## config.mk

```make
export PLATFORM = sky130hd
export DESIGN_NAME = bar_motion_ctrl
export DESIGN_NICKNAME = d
export VERILOG_FILES = /design/src/rtl/game_pkg.sv /design/src/rtl/bar_speed_ramp.sv /design/src/rtl/bar_motion_ctrl.sv
export SDC_FILE = /design/constraint.sdc
export NUM_CORES = 1
export LEC_CHECK = 0
export CORE_MARGIN = 4
export CORE_UTILIZATION = 31
export DETAILED_ROUTE_END_ITERATION = 10
export DONT_BUFFER_PORTS = 1
export PLACE_DENSITY = 0.43
export SETUP_SLACK_MARGIN = 0.15
export SLEW_MARGIN = 25
export SYNTH_ARGS = -nofsm -noshare
export SYNTH_HDL_FRONTEND = slang
export SYNTH_HIERARCHICAL = 1
export SYNTH_SLANG_ARGS = --single-unit
```

## constraint.sdc

```tcl
create_clock -name clk_in -period 6.7 [get_ports clk_in]
set_clock_uncertainty 0.05 [all_clocks]
set_input_delay 0.335 -clock clk_in [delete_from_list [all_inputs] [get_ports clk_in]]
set_output_delay 0.335 -clock clk_in [all_outputs]
set_load 0.01 [all_outputs]
```

## src/rtl/game_pkg.sv

```systemverilog
// Shared game definitions: direction codes, bar FSM encoding, playfield defaults.
package game_pkg;

  localparam logic [3:0] DIR_RIGHT = 4'b0001;
  localparam logic [3:0] DIR_LEFT  = 4'b0010;

  typedef enum logic [1:0] {
    ST_IDLE   = 2'd0,
    ST_MOVE_L = 2'd1,
    ST_MOVE_R = 2'd2
  } bar_state_e;

  localparam int unsigned PF_POS_W       = 10;
  localparam int unsigned PF_START_POS   = 300;
  localparam int unsigned PF_MIN_POS     = 0;
  localparam int unsigned PF_MAX_POS     = 640;
  localparam int unsigned PF_BAR_WIDTH   = 80;
  localparam int unsigned PF_ACCEL_TICKS = 8;
  localparam int unsigned PF_MAX_MULT    = 4;

endpackage

```

## src/rtl/bar_speed_ramp.sv

```systemverilog
// Speed multiplier ramp for the bar: grows while one direction is held.
// The mult register holds the multiplier for the next tick of the current run,
// so tick n of a run (1-based) moves with min(1 + (n-1)/ACCEL_TICKS, MAX_MULT).
module bar_speed_ramp
  import game_pkg::*;
#(
  parameter int unsigned ACCEL_TICKS = PF_ACCEL_TICKS,
  parameter int unsigned MAX_MULT    = PF_MAX_MULT,
  parameter int unsigned MW          = $clog2(MAX_MULT + 1)
) (
  input  logic          clk_in,
  input  logic          restart,
  input  logic          tick,
  input  logic          same_dir,
  output logic [MW-1:0] mult
);

  localparam int unsigned AW = $clog2(ACCEL_TICKS + 1);
  localparam logic [AW-1:0] ACC_LAST = AW'(ACCEL_TICKS - 1);
  localparam logic [MW-1:0] MULT_MAX = MW'(MAX_MULT);

  logic [AW-1:0] acc_cnt;
  logic [AW-1:0] acc_base;
  logic [MW-1:0] mult_base;
  logic [AW-1:0] acc_d;
  logic [MW-1:0] mult_d;

  // Advance the run by one tick; a fresh run starts from acc=0, mult=1
  always_comb begin
    acc_base  = acc_cnt;
    mult_base = mult;
    acc_d     = acc_cnt;
    mult_d    = mult;
    if (tick) begin
      if (!same_dir) begin
        acc_base  = '0;
        mult_base = MW'(1);
      end
      if (acc_base == ACC_LAST) begin
        acc_d  = '0;
        mult_d = (mult_base == MULT_MAX) ? MULT_MAX : mult_base + MW'(1);
      end else begin
        acc_d  = acc_base + AW'(1);
        mult_d = mult_base;
      end
    end
  end

  // Ramp state registers with synchronous restart
  always_ff @(posedge clk_in) begin
    if (restart) begin
      acc_cnt <= '0;
      mult    <= MW'(1);
    end else begin
      acc_cnt <= acc_d;
      mult    <= mult_d;
    end
  end

endmodule

```

## src/rtl/bar_motion_ctrl.sv

```systemverilog
// Bar (paddle) horizontal position controller with speed ramp and wall clamping.
module bar_motion_ctrl
  import game_pkg::*;
#(
  parameter int unsigned W           = PF_POS_W,
  parameter int unsigned START_POS   = PF_START_POS,
  parameter int unsigned MIN_POS     = PF_MIN_POS,
  parameter int unsigned MAX_POS     = PF_MAX_POS,
  parameter int unsigned BAR_WIDTH   = PF_BAR_WIDTH,
  parameter int unsigned ACCEL_TICKS = PF_ACCEL_TICKS,
  parameter int unsigned MAX_MULT    = PF_MAX_MULT
) (
  input  logic         clk_in,
  input  logic         reset,
  input  logic         new_game,
  input  logic         frame_tick,
  input  logic [3:0]   direction,
  input  logic [W-1:0] step,
  output logic [W-1:0] movement,
  output logic         at_left,
  output logic         at_right,
  output logic         moving
);

  localparam int unsigned MW = $clog2(MAX_MULT + 1);
  localparam int unsigned DW = W + 3;
  localparam int unsigned SW = W + 4;
  localparam logic [W-1:0] MIN_P     = W'(MIN_POS);
  localparam logic [W-1:0] RIGHT_LIM = W'(MAX_POS - BAR_WIDTH);
  localparam logic [W-1:0] START_P   = W'(START_POS);

  // Parameter sanity: bad values stop elaboration
  if (MAX_POS < BAR_WIDTH || MAX_POS - BAR_WIDTH < MIN_POS ||
      MAX_POS - BAR_WIDTH >= (1 << W)) begin : g_bad_field
    $fatal(1, "bar_motion_ctrl: playfield does not fit MIN_POS..MAX_POS-BAR_WIDTH in W bits");
  end
  if (START_POS < MIN_POS || START_POS > MAX_POS - BAR_WIDTH) begin : g_bad_start
    $fatal(1, "bar_motion_ctrl: START_POS outside MIN_POS..MAX_POS-BAR_WIDTH");
  end
  if (ACCEL_TICKS < 1 || MAX_MULT < 1 || MAX_MULT > 7) begin : g_bad_ramp
    $fatal(1, "bar_motion_ctrl: ACCEL_TICKS must be >=1 and MAX_MULT in 1..7");
  end

  bar_state_e    state_q;
  bar_state_e    state_d;
  logic [W-1:0]  pos_d;
  logic          dir_r;
  logic          dir_l;
  logic          same_dir;
  logic          restart;
  logic [MW-1:0] mult;
  logic [MW-1:0] mult_sel;
  logic [DW-1:0] delta;
  logic [SW-1:0] right_sum;
  logic [DW-1:0] left_room;
  logic [W-1:0]  right_pos;
  logic [W-1:0]  left_pos;

  assign restart  = reset | new_game;
  assign dir_r    = (direction == DIR_RIGHT);
  assign dir_l    = (direction == DIR_LEFT);
  assign same_dir = frame_tick &&
                    ((dir_r && state_q == ST_MOVE_R) || (dir_l && state_q == ST_MOVE_L));
  assign mult_sel = same_dir ? mult : MW'(1);

  bar_speed_ramp #(
    .ACCEL_TICKS (ACCEL_TICKS),
    .MAX_MULT    (MAX_MULT),
    .MW          (MW)
  ) u_ramp (
    .clk_in   (clk_in),
    .restart  (restart),
    .tick     (frame_tick),
    .same_dir (same_dir),
    .mult     (mult)
  );

  // Candidate positions for a right or left move, clamped to the playfield
  always_comb begin
    delta     = DW'(step) * DW'(mult_sel);
    right_sum = SW'(movement) + SW'(delta);
    left_room = DW'(movement - MIN_P);
    right_pos = (right_sum > SW'(RIGHT_LIM)) ? RIGHT_LIM : W'(right_sum);
    left_pos  = (delta > left_room) ? MIN_P : movement - W'(delta);
  end

  // Next state and next position; everything holds without a frame tick
  always_comb begin
    state_d = state_q;
    pos_d   = movement;
    if (frame_tick) begin
      if (dir_r) begin
        state_d = ST_MOVE_R;
        pos_d   = right_pos;
      end else if (dir_l) begin
        state_d = ST_MOVE_L;
        pos_d   = left_pos;
      end else begin
        state_d = ST_IDLE;
      end
    end
  end

  // State, position and flags; flags derive from next values so they are never stale
  always_ff @(posedge clk_in) begin
    if (restart) begin
      state_q  <= ST_IDLE;
      movement <= START_P;
      at_left  <= (START_P == MIN_P);
      at_right <= (START_P == RIGHT_LIM);
      moving   <= 1'b0;
    end else begin
      state_q  <= state_d;
      movement <= pos_d;
      at_left  <= (pos_d == MIN_P);
      at_right <= (pos_d == RIGHT_LIM);
      moving   <= (state_d != ST_IDLE);
    end
  end

endmodule

```

# Word level (Yosys, flattened, before mapping)
# Cells that the tools add are included.
# word_totals
mem_count	0
wordCells	43
romBits	0
register_bits	22
ram_bits	0
latch_bits	0
# op_classes
mux	15
reduce_logical	6
shifts	0
n_addsub	4
div_mod_pow	0
n_bitwise	1
n_mul	1
n_lt_le_gt_ge	2
n_eq_ne	7
# op_table
op	n
10-bit two-way mux	5
10-bit by 13-bit adder with 14-bit output	1
14-bit by 10-bit greater-than comparator with 1-bit output, second input constant	1
13-bit by 10-bit greater-than comparator with 1-bit output	1
10-bit by 3-bit multiplier with 13-bit output	1
3-bit two-way mux	4
4-bit two-way mux	3
10-bit == test, second input constant	1
10-bit zero test	1
10-bit subtractor	1
4-bit by 1-bit adder with 4-bit output, second input constant	1
4-bit by 1-bit == test with 1-bit output, second input constant	1
4-bit by 2-bit == test with 1-bit output, second input constant	1
4-bit by 3-bit == test with 1-bit output, second input constant	1
2-bit two-way mux	2
3-bit by 1-bit adder with 3-bit output, second input constant	1
3-bit == test, second input constant	1
1-bit logical AND	3
2-bit by 1-bit == test with 1-bit output, second input constant	1
2-bit == test, second input constant	1
2-bit nonzero test	1
1-bit logical OR	1
1-bit two-way mux	1
1-bit OR	1

# Longest topological paths before layout
# Gate-level depths: netlist of the first run.
# logic_depth
depth_word	12
depth_mapped	26

# Cells and area by module
# The synthesis of the first run kept the hierarchy.
# by_module_without_submodules
module	n_inst	seq_area_each_um2	area_per_inst_um2	cells_each
bar_motion_ctrl	1	300.3	2957.8	384
bar_speed_ramp	1	140.1	429.2	50

# Least setup slack after synthesis of the first run
# OpenSTA, ideal clock, no wires.
# synth_timing
kind	input port to flip-flop
from	input port direction[0]
to	register at_left
slack_ns	1.004
arrival_time_ns	5.530
stages	23
cell_sequence	nor4b_1 > nand3b_1 > o21ai_0 > and3_1 > clkbuf_1 > nand2_1 > fa_1 > inv_1 > ha_1 > fa_1 > a211oi_2 > o21ai_1 > xor2_1 > ha_1 > a211oi_1 > o21ai_0 > a2111oi_0 > nor3_1 > or4_4 > o21ai_0 > o22ai_1 > and4b_1 > and4_1
# synth_via
elab_chain_cells	12
# synth_rtl
item	line	text
from (decl)	bar_motion_ctrl.sv:17	input logic [3:0] direction,
4-bit by 1-bit == test with 1-bit output / 4-bit by 2-bit == test with 1-bit output (equally long branches)	bar_motion_ctrl.sv:60, bar_motion_ctrl.sv:61	
1-bit logical AND	bar_motion_ctrl.sv:63	((dir_r && state_q == ST_MOVE_R) || (dir_l && state_q == ST_MOVE_L));
1-bit logical OR	bar_motion_ctrl.sv:63	
1-bit logical AND	bar_motion_ctrl.sv:62	assign same_dir = frame_tick &&
3-bit two-way mux	bar_motion_ctrl.sv:64	assign mult_sel = same_dir ? mult : MW'(1);
10-bit by 3-bit multiplier with 13-bit output	bar_motion_ctrl.sv:80	delta = DW'(step) * DW'(mult_sel);
10-bit by 13-bit adder with 14-bit output (tied with other cells)	bar_motion_ctrl.sv:81	right_sum = SW'(movement) + SW'(delta);
14-bit by 10-bit greater-than comparator with 1-bit output / 10-bit two-way mux (equally long branches)	bar_motion_ctrl.sv:83, bar_motion_ctrl.sv:84	
10-bit two-way mux (on tied branches)	bar_motion_ctrl.sv:83, bar_motion_ctrl.sv:95	
10-bit two-way mux *	bar_motion_ctrl.sv:92	if (dir_r) begin
10-bit two-way mux *	bar_motion_ctrl.sv:91	if (frame_tick) begin
10-bit zero test *	bar_motion_ctrl.sv:115	at_left <= (pos_d == MIN_P);
to (signal assigned)	bar_motion_ctrl.sv:109	at_left <= (START_P == MIN_P);
to (signal assigned)	bar_motion_ctrl.sv:115	
to (decl)	bar_motion_ctrl.sv:20	output logic at_left,
# Mark *: on every way between the ends. The rest lies on a longest branch, timed or not.
# A chain may end at the register's enable or synchronous reset.

# Final worst setup path of the first run
# layout_timing
from	input port direction[1]
to	register at_right
# layout_via
elab_chain_cells	12
# layout_rtl
item	line	text
4-bit by 1-bit == test with 1-bit output / 4-bit by 2-bit == test with 1-bit output (equally long branches)	bar_motion_ctrl.sv:60, bar_motion_ctrl.sv:61	
1-bit logical AND	bar_motion_ctrl.sv:63	
1-bit logical OR	bar_motion_ctrl.sv:63	
1-bit logical AND	bar_motion_ctrl.sv:62	
3-bit two-way mux	bar_motion_ctrl.sv:64	
10-bit by 3-bit multiplier with 13-bit output	bar_motion_ctrl.sv:80	
10-bit by 13-bit adder with 14-bit output (tied with other cells)	bar_motion_ctrl.sv:81	
14-bit by 10-bit greater-than comparator with 1-bit output / 10-bit two-way mux (equally long branches)	bar_motion_ctrl.sv:83, bar_motion_ctrl.sv:84	
10-bit two-way mux (on tied branches)	bar_motion_ctrl.sv:83, bar_motion_ctrl.sv:95	
10-bit two-way mux *	bar_motion_ctrl.sv:92	
10-bit two-way mux *	bar_motion_ctrl.sv:91	
10-bit == test *	bar_motion_ctrl.sv:116	at_right <= (pos_d == RIGHT_LIM);
to (signal assigned)	bar_motion_ctrl.sv:110	at_right <= (START_P == RIGHT_LIM);
to (signal assigned)	bar_motion_ctrl.sv:116	
to (decl)	bar_motion_ctrl.sv:21	output logic at_right,
# Marked as above.

==> impl_metrics.csv, run 1 <==
group,metric,value,unit
yosys,yosysUniqueCellTypes,75,
detailed_routing,wl_per_cell,16.3,um
sta,final-max-slew-violation-count,0,
setup_path,capturing_element_type_of_the_critical_path,"flip-flop",
global_route,overflow,0,
detailed_routing,number_of_iterations_in_the_first_detailed_routing_pass,8,
power,p_per_area,106,nW/um2
global_route,grt_pass1_vias,2956,
sta,finalWorstPathRequiredPeriod,6050,ps
global_route,grt_max_degree,23,
detailed_routing,detailedRoute.firstIterationViolations,193,
yosys,ys_async_sr_fraction,0,
sta,maxClockFrequency,0.165,GHz
clock_tree,cts.path.max_buffers,2,
yosys,biggest_area_consumer_among_synthesized_cells,"ha_1",
detailed_routing,remaining_number_of_nets_flagged_by_the_antenna_check_after_routing,0,
sta,fin_tns_setup,0,ps
setup_path,worst_setup_path_category,"in2reg",
clock_tree,cts_tree,"built",
yosys,synth_largest_type_area_fraction,0.163,
detailed_routing,vias,3002,
detailed_routing,drcViolationCount,0,
yosys,synth.net_count,507,
detailed_routing,routed_wirelength,9160,um
setup_path,worst_setup_start_kind,"primary input",
place,detailed_place_hpwl,7660,um
floorplanning,placement_rows,37,
floorplanning,placeableCoreArea,10500,um2
yosys,synth.most_common_cell,"inv_1",
yosys,synth_top_flop_cell,"dfxtp_1",
floorplanning,dieHeight,113,um
yosys,synth_seq_cells,22,
clock_tree,cts.root.buffer_cell,"clkbuf_8",
setup_path,critical_path.max_fanout,12,
clock_tree,clock-sinks,22,
detailed_routing,vias_per_cell,5.35,
place,gp_congestion,0.900,
sta,post-route-period-util,0.903,
setup_path,launch_point_of_the_worst_path,"direction[1]",
yosys,post_synth_inst_count,434,
clock_tree,numCtsBuffers,3,
power,post-layout-total-power,380,uW
yosys,ys_top_cells_by_area,"ha_1 (16%), dfxtp_1 (13%), fa_1 (6.5%)",
setup_path,critical_path_required,6810,ps
yosys,yosys_warnings,6,
cells_and_area,post_route_cells_drive_above_1_share,0.0776,
cells_and_area,nets,499,
cells_and_area,fin_area,3590,um2
cells_and_area,diode_count,0,
floorplanning,initial_utilization,0.324,
clock_tree,cts.clk_slew.worst_paths,100,ps
cells_and_area,area_delta_synth_final,6.10,%
floorplanning,die_area,12700,um2
power,max-vdd-ir-drop,77.1,uV
place,io_buffer_count,0,
yosys,area_of_the_mapped_netlist,3390,um2
run_status,outcome,"complete, no violations",
min_path,min-delay-path-class,"in2reg",
clock_tree,cts_hold_repair.buffers,0,
power,p_leak,1.60,nW
clock_tree,clock_tree.htree_level_count,1,
yosys,synth.avg_cell_area,7.80,um2
floorplanning,num_io_pins,31,
place,dpl-instance-area,3520,um2
sta,tightestPinTransition,638,ps
min_path,worstHoldStart,"frame_tick",
cells_and_area,postLayoutCoreUtil,0.343,
sta,rsz0062_at_grt,"no",
sta,hold_viol,0,
sta,relSlewSlack,0.575,
flow_run,drv_cap,0,
yosys,yosys-top-cells-count,"inv_1 (45), ha_1 (44), nand2_1 (35)",
global_route,grt_first_pass_wirelength,15300,um
global_route,all_layer_gr_usage,0.145,
setup_path,crit-reg2reg-launch,"state_q[1]$_SDFF_PP0_",
yosys,synth_seq_area_share,0.130,
floorplanning,die-width,113,um
clock_tree,clock_insertion_delay_worst_skew,270,ps
global_route,grt_antenna_before_repair,0,
yosys,synth-edff-count,0,
sta,setup_viol,0,
setup_path,cp_data_arrival_time,6160,ps
[what timing repair did]
action,in CTS,in global routing
resized for setup,0,2
endpoints found under the setup margin,0,2
buffers inserted,0,0
endpoints found under the hold margin,0,0
[cell families (layout without fill, tap and decap cells)]
group | after synthesis | after routing | share of synthesized area
flip-flops | 22 | 22 | 0.130
AND/OR/NAND/NOR | 154 | 154 | 0.261
XOR/XNOR | 19 | 19 | 0.0491
multiplexers | 3 | 3 | 0.00924
adder cells (fa/ha/maj) | 55 | 55 | 0.228
AO/OA/AOI/OAI | 115 | 115 | 0.246
buffers and inverters | 66 | 57 | 0.0776
[final cells by class]
cell class / instances / area [um2]
clock inverter: 1 / 30.0
inverter: 47 / 176
multi-input combinational: 346 / 2690
tap: 136 / 170
sequential: 22 / 440
timing repair buffer: 6 / 45.0
clock buffer: 3 / 41.3
fill: 1127 / 6870
[sequential cells by signal, summed over array words and instances (netlist names)]
| name | count |
|---|---|
| u_ramp/mult | 3 |
| movement | 10 |
| moving | 1 |
| at_right | 1 |
| at_left | 1 |
| u_ramp/acc_cnt | 4 |
| state_q | 2 |
[report_power, final]
group	internal (mW)	total (mW)	switching (mW)
logic	0.0455	0.116	0.0705
clock network	0.0798	0.129	0.0487
registers	0.132	0.135	0.00306
total	0.258	0.380	0.122
[worst max-delay path: stages]
cell       delay [ps]
nor4b_4           340
nand2_1            80
o21ai_0           380
and3_1            440
nand2_1           130
fa_1              510
inv_1              40
ha_1              210
fa_1              440
xor2_1            340
ha_1              450
a2111o_1          420
o21a_1            110
a222oi_1          530
o221ai_2          290
a2111oi_0         520
o22ai_1           170
and4b_1           250
and3b_1           160
[layout by cell type (no fill, tap or decap), types with 9 or more instances in the layout]
cell / n
nor2_1: 26
and2_1: 17
inv_1: 45
o21ai_0: 20
nand2_1: 35
fa_1: 11
xnor2_1: 14
nor3_1: 9
ha_1: 44
nor2b_1: 11
dfxtp_1: 22
nand2b_1: 10
a21oi_1: 25
[worst paths after layout]
| check | depth (start not counted) | slack, ps | end |
|---|---|---|---|
| hold reg to reg | 2 | 470 | u_ramp/acc_cnt[0]$_SDFFE_PP0P_ |
| hold / removal | 1 | 100 | u_ramp/acc_cnt[0]$_SDFFE_PP0P_ |
| setup / recovery | 19 | 650 | at_right$_SDFF_PP0_ |
| setup reg to reg | 18 | 730 | at_right$_SDFF_PP0_ |
[metrics by stage]
| stage | cells | hold slack, ps | worst slack, ps |
|---|---|---|---|
| after detailed placement | 557 | 394 | 254 |
| after global routing | 561 | 81.7 | 155 |
| after global placement | 557 | 384 | 267 |
| after floorplan | 434 | 411 | 1000 |
| after CTS | 561 | 89.6 | 512 |
| final | 561 | 101 | 653 |
[metal layers]
layer	GRT usage	routed length [um]	vias up
met1	0.205	4690	1407
met2	0.238	3940	71
li1	-	-	1518
met3	0.0135	411	6
met5	0	0	-
met4	0.0337	116	0
Power figures use the tool's default switching activity.
==> run 2, diff against run 1 <==
--- a/config.mk
+++ b/config.mk
@@ -5,6 +5,7 @@
 export SDC_FILE = /design/constraint.sdc
 export NUM_CORES = 1
 export LEC_CHECK = 0
+export CORE_ASPECT_RATIO = 0.75
 export CORE_MARGIN = 4
 export CORE_UTILIZATION = 31
 export DETAILED_ROUTE_END_ITERATION = 10
==> run 2 against run 1 <==
Net effect: clock power fell by 4%; count of clock-buffer cells in the layout did not move; worst hold slack improved by 20 ps; setup slack improved by 30 ps; routed wire length rose by 5.5%; sequential cell count did not move; design area did not move; critical path type unchanged; largest cell class unchanged.
==> impl_metrics.csv, run 2 (synthesis results as in run 1) <==
group,metric,value,unit
setup_path,capturing_element_type_of_the_critical_path,"flip-flop",
detailed_routing,vias_per_cell,5.48,
setup_path,path_depth,22,
detailed_routing,drcViolationCount,0,
power,post-layout-total-power,379,uW
sta,setup_viol,0,
global_route,grt_antenna_before_repair,0,
floorplanning,die_area,12700,um2
floorplanning,die-width,129,um
sta,final-max-slew-violation-count,0,
cells_and_area,fin_area,3590,um2
cells_and_area,diode_count,0,
cells_and_area,nets,498,
clock_tree,clock_insertion_delay_worst_skew,250,ps
power,p_per_area,105,nW/um2
place,detailed_place_hpwl,8120,um
setup_path,crit_path_end,"at_left$_SDFF_PP0_",
power,max-vdd-ir-drop,73.2,uV
clock_tree,clock-sinks,22,
setup_path,destination_of_the_worst_register_to_register_timing_path,"at_left$_SDFF_PP0_",
setup_path,worst_setup_start_kind,"primary input",
sta,hold_viol,0,
sta,fin_tns_setup,0,ps
sta,fin_ws,683,ps
detailed_routing,remaining_number_of_nets_flagged_by_the_antenna_check_after_routing,0,
global_route,grt_max_degree,23,
flow_run,drv_cap,0,
detailed_routing,vias,3065,
sta,maxClockFrequency,0.166,GHz
setup_path,crit-reg2reg-launch,"state_q[1]$_SDFF_PP0_",
floorplanning,dieHeight,98.5,um
clock_tree,cts.path.max_buffers,2,
setup_path,buf_inv_stages_crit_path,1,
cells_and_area,post_route_cells_drive_above_1_share,0.0780,
cells_and_area,most-common-layout-cells,"inv_1 (45), ha_1 (43), nand2_1 (35), nor2_1 (26), a21oi_1 (25)",
setup_path,critical_path_required,6790,ps
place,gp_congestion,0.893,
sta,finalWorstPathRequiredPeriod,6020,ps
clock_tree,numCtsBuffers,3,
clock_tree,cts_hold_repair.buffers,0,
place,dpl-instance-area,3510,um2
floorplanning,num_io_pins,31,
run_status,outcome,"complete, no violations",
setup_path,worst_setup_path_category,"in2reg",
cells_and_area,postLayoutCoreUtil,0.343,
sta,post-route-period-util,0.898,
setup_path,critical_path.max_fanout,13,
global_route,overflow,0,
min_path,min-delay-path-class,"in2reg",
global_route,grt_pass1_vias,2822,
sta,relSlewSlack,0.647,
place,io_buffer_count,0,
detailed_routing,wl_per_cell,17.3,um
sta,tightestPinTransition,527,ps
setup_path,cp_data_arrival_time,6110,ps
clock_tree,clock_tree.htree_level_count,1,
cells_and_area,fillers,1126,
cells_and_area,final-instance-count-excl-fill,559,
setup_path,cp_cell_sequence,"nor4b_4 -> nand2_1 -> o21ai_0 -> and3_2 -> nand2_1 -> fa_1 -> inv_1 -> ha_1 -> fa_1 -> a21o_1 -> a21oi_1 -> xnor2_1 -> ha_2 -> nor2b_1 -> or4_1 -> o21ai_0 -> xnor2_1 -> o221ai_2 -> a2111oi_0 -> o22ai_1 -> and4b_1 -> and4_1",
setup_path,reg2regPathDepth,22,
cells_and_area,reg_top3,"movement (10), u_ramp/acc_cnt (4), u_ramp/mult (3)",
place,pre_cts_setup_slack,239,ps
setup_path,crit_slowest_cell,"fa_1",
setup_path,critical-path-max-stage-delay,530,ps
cells_and_area,layout.cells.most_common,"inv_1",
setup_path,critPathTopFamily,"simple AND/OR/NAND/NOR gates",
cells_and_area,largest-register,"movement",
detailed_routing,routed_wirelength,9660,um
place,placedCellCount,556,
sta,fin_worst_hold_slack,120,ps
clock_tree,cts.clk_slew.worst_paths,60,ps
detailed_routing,number_of_iterations_in_the_first_detailed_routing_pass,4,
cells_and_area,area_delta_synth_final,6.10,%
floorplanning,placeableCoreArea,10500,um2
detailed_routing,detailedRoute.firstIterationViolations,244,
floorplanning,placement_rows,32,
global_route,grt_first_pass_wirelength,15500,um
global_route,all_layer_gr_usage,0.151,
floorplanning,initial_utilization,0.323,
clock_tree,cts.root.buffer_cell,"clkbuf_16",
power,p_leak,1.59,nW
setup_path,regToRegSetupSlack,760,ps
setup_path,launch_point_of_the_worst_path,"direction[1]",
sta,rsz0062_at_grt,"no",
cells_and_area,largest_register_ffs,10,
clock_tree,cts_tree,"built",
run 2: repair_timing:
item,CTS,global route
setup buffers,0,0
gates resized for setup,0,4
setup endpoints to repair,0,2
run 2: final cells by class:
cell class                      count  area [um2]  area share
Sequential cell                    22         440       0.123
Timing Repair Buffer                5        37.5      0.0104
Inverter                           47         176      0.0491
Clock buffer                        3        75.1      0.0209
Tap cell                          136         170      0.0474
Multi-Input combinational cell    346        2690       0.750
run 2: worst min-delay path by stage:
stage                                start                        endpoint  slack [ps]  depth (start not counted)
3_3_place_gp                    frame_tick  u_ramp/acc_cnt[0]$_SDFFE_PP0P_         380                          1
2_1_floorplan  u_ramp/mult[1]$_SDFFE_PP0P_     u_ramp/mult[1]$_SDFFE_PP0P_         410                          2
3_5_place_dp                    frame_tick  u_ramp/acc_cnt[0]$_SDFFE_PP0P_         390                          1
4_1_cts                         frame_tick  u_ramp/acc_cnt[0]$_SDFFE_PP0P_         120                          1
6_report                        frame_tick  u_ramp/acc_cnt[0]$_SDFFE_PP0P_         120                          1
5_1_grt                         frame_tick  u_ramp/acc_cnt[0]$_SDFFE_PP0P_         130                          1
run 2: metal layers:
layer  vias to the layer above  wire length (um)  GRT usage
li1                       1515                 -          -
met1                      1465              5230      0.259
met2                        83              3730      0.201
met3                         2               659     0.0108
met4                         0                38     0.0194
met5                         -                 0          0
run 2: power breakdown:
part / switching [mW] / internal (mW) / total (mW)
combinational: 0.0738 / 0.0460 / 0.120
sequential: 0.00336 / 0.132 / 0.136
clock: 0.0448 / 0.0787 / 0.124
==> run 3, diff against run 2 <==
--- a/config.mk
+++ b/config.mk
@@ -5,11 +5,13 @@
 export SDC_FILE = /design/constraint.sdc
 export NUM_CORES = 1
 export LEC_CHECK = 0
+export CAP_MARGIN = 5
 export CORE_ASPECT_RATIO = 0.75
 export CORE_MARGIN = 4
 export CORE_UTILIZATION = 31
 export DETAILED_ROUTE_END_ITERATION = 10
 export DONT_BUFFER_PORTS = 1
+export MAX_ROUTING_LAYER = met4
 export PLACE_DENSITY = 0.43
 export SETUP_SLACK_MARGIN = 0.15
 export SLEW_MARGIN = 25
==> run 3 against run 2 <==
Net effect: critical path type unchanged; die area is the same; global-route usage grew 0.43 points; register-to-register slack lost 20 ps; largest power group unchanged; sequential share of layout area is the same; core utilization is the same; first-iteration DRC count shrank 5.7%; worst hold slack is essentially flat.
==> impl_metrics.csv, run 3 (synthesis results as in run 1) <==
group,metric,value,unit
sta,finalWorstPathRequiredPeriod,6040,ps
cells_and_area,most-common-layout-cells,"inv_1 (45), ha_1 (43), nand2_1 (35), nor2_1 (26), a21oi_1 (25)",
place,pre_cts_setup_slack,239,ps
clock_tree,clock_insertion_delay_worst_skew,250,ps
sta,fin_worst_hold_slack,121,ps
power,p_leak,1.59,nW
floorplanning,dieHeight,98.5,um
detailed_routing,wl_per_cell,17.2,um
setup_path,cp_data_arrival_time,6130,ps
sta,post-route-period-util,0.901,
place,gp_congestion,0.909,
sta,rsz0062_at_grt,"no",
clock_tree,cts_setup_buffers,0,
detailed_routing,remaining_number_of_nets_flagged_by_the_antenna_check_after_routing,0,
setup_path,critPathTopFamily,"compound AO/OA/AOI/OAI gates",
cells_and_area,post_route_cells_drive_above_1_share,0.0780,
global_route,all_layer_gr_usage,0.155,
clock_tree,numCtsBuffers,3,
global_route,grt_first_pass_wirelength,15500,um
sta,maxClockFrequency,0.166,GHz
cells_and_area,fin_area,3590,um2
sta,fin_tns_setup,0,ps
floorplanning,placement_rows,32,
clock_tree,clock_tree.htree_level_count,1,
sta,setup_viol,0,
setup_path,buf_inv_stages_crit_path,1,
detailed_routing,vias,3057,
sta,tightestPinTransition,568,ps
place,dpl-instance-area,3510,um2
setup_path,worst_setup_path_category,"in2reg",
cells_and_area,nets,498,
power,max-vdd-ir-drop,73.1,uV
setup_path,critical-path-max-stage-delay,540,ps
power,post-layout-total-power,379,uW
setup_path,crit_slowest_cell,"a2111oi_0",
cells_and_area,final-instance-count-excl-fill,559,
run_status,outcome,"complete, no violations",
sta,relSlewSlack,0.619,
setup_path,capturing_element_type_of_the_critical_path,"flip-flop",
min_path,min-delay-path-class,"in2reg",
global_route,grt_pass1_vias,2827,
floorplanning,die_area,12700,um2
cells_and_area,largest-register,"movement",
clock_tree,cts_tree,"built",
detailed_routing,detailedRoute.firstIterationViolations,230,
detailed_routing,vias_per_cell,5.47,
sta,final-max-slew-violation-count,0,
place,io_buffer_count,0,
detailed_routing,number_of_iterations_in_the_first_detailed_routing_pass,4,
place,placedCellCount,556,
cells_and_area,largest_register_ffs,10,
cells_and_area,diode_count,0,
cells_and_area,area_delta_synth_final,6.10,%
cells_and_area,fillers,1126,
power,p_per_area,105,nW/um2
floorplanning,num_io_pins,31,
global_route,grt_max_degree,23,
flow_run,drv_cap,0,
cells_and_area,layout.cells.most_common,"inv_1",
global_route,overflow,0,
setup_path,cp_cell_sequence,"nor4b_4 -> nand2_1 -> o21ai_0 -> and3_2 -> nand2_1 -> fa_1 -> inv_1 -> ha_1 -> fa_1 -> a21o_1 -> a21oi_1 -> xnor2_1 -> ha_2 -> nor2b_1 -> or4_1 -> o21ai_0 -> xnor2_1 -> o221ai_2 -> a2111oi_0 -> o22ai_1 -> and4b_1 -> and4_1",
setup_path,critical_path.max_fanout,13,
clock_tree,cts.root.buffer_cell,"clkbuf_16",
floorplanning,placeableCoreArea,10500,um2
detailed_routing,routed_wirelength,9600,um
clock_tree,clock-sinks,22,
clock_tree,cts.path.max_buffers,2,
floorplanning,die-width,129,um
sta,fin_ws,661,ps
detailed_routing,drcViolationCount,0,
clock_tree,cts.clk_slew.worst_paths,60,ps
cells_and_area,reg_top3,"movement (10), u_ramp/acc_cnt (4), u_ramp/mult (3)",
sta,hold_viol,0,
place,detailed_place_hpwl,8120,um
floorplanning,initial_utilization,0.323,
setup_path,worst_setup_start_kind,"primary input",
global_route,grt_antenna_before_repair,0,
cells_and_area,postLayoutCoreUtil,0.343,
setup_path,critical_path_required,6790,ps
==> run 3: cell counts in the layout (fill, tap and decap cells not counted) <==
No cell type changed its count.
==> run 3: path summary, 6_finish.rpt <==
check	from	end	slack [ps]	cells past startpoint
setup / recovery	direction[1]	at_left$_SDFF_PP0_	660	22
hold / removal	frame_tick	u_ramp/acc_cnt[0]$_SDFFE_PP0P_	120	1
setup reg to reg	state_q[1]$_SDFF_PP0_	at_left$_SDFF_PP0_	740	22
hold reg to reg	u_ramp/acc_cnt[0]$_SDFFE_PP0P_	u_ramp/acc_cnt[0]$_SDFFE_PP0P_	450	2
==> run 3: area by class of cell <==
class / instances / area (um2) / share of cell area
multi-input cells: 346 / 2690 / 0.750
flip-flops and latches: 22 / 440 / 0.123
inverters: 47 / 176 / 0.0491
well taps: 136 / 170 / 0.0474
clock buffers: 3 / 75.1 / 0.0209
repair buffers: 5 / 37.5 / 0.0104
==> run 3: routing by layer <==
layer  GRT usage  vias up  part of all wire
met1       0.258     1465              0.54
met5           -        -                 0
li1            -     1521                 -
met4      0.0194        0            0.0040
met2       0.201       69              0.39
met3      0.0125        2             0.068
==> run 3: timing repair <==
item | in CTS | in global routing
resized for setup | 0 | 4
endpoints found under the setup margin | 0 | 2
hold buffers | 0 | 0
==> run 3: power breakdown <==
group	switching (mW)	internal [mW]	total, mW	leakage, nW
clock	0.0448	0.0787	0.124	0.0370
combinational	0.0735	0.0459	0.119	1.38
sequential	0.00336	0.132	0.136	0.178
total	0.122	0.257	0.379	1.59
==> run 3: worst register-to-register path: cells and delay by family (launching register included) <==
kind / cells / cell delay, ps
AOI/OAI and AO/OA: 7 / 1710
xor gates and xnor gates: 2 / 400
adders and majority gates: 4 / 1650
buffers and inverters: 1 / 40
DFF: 1 / 350
and+or+nand+nor: 8 / 1660
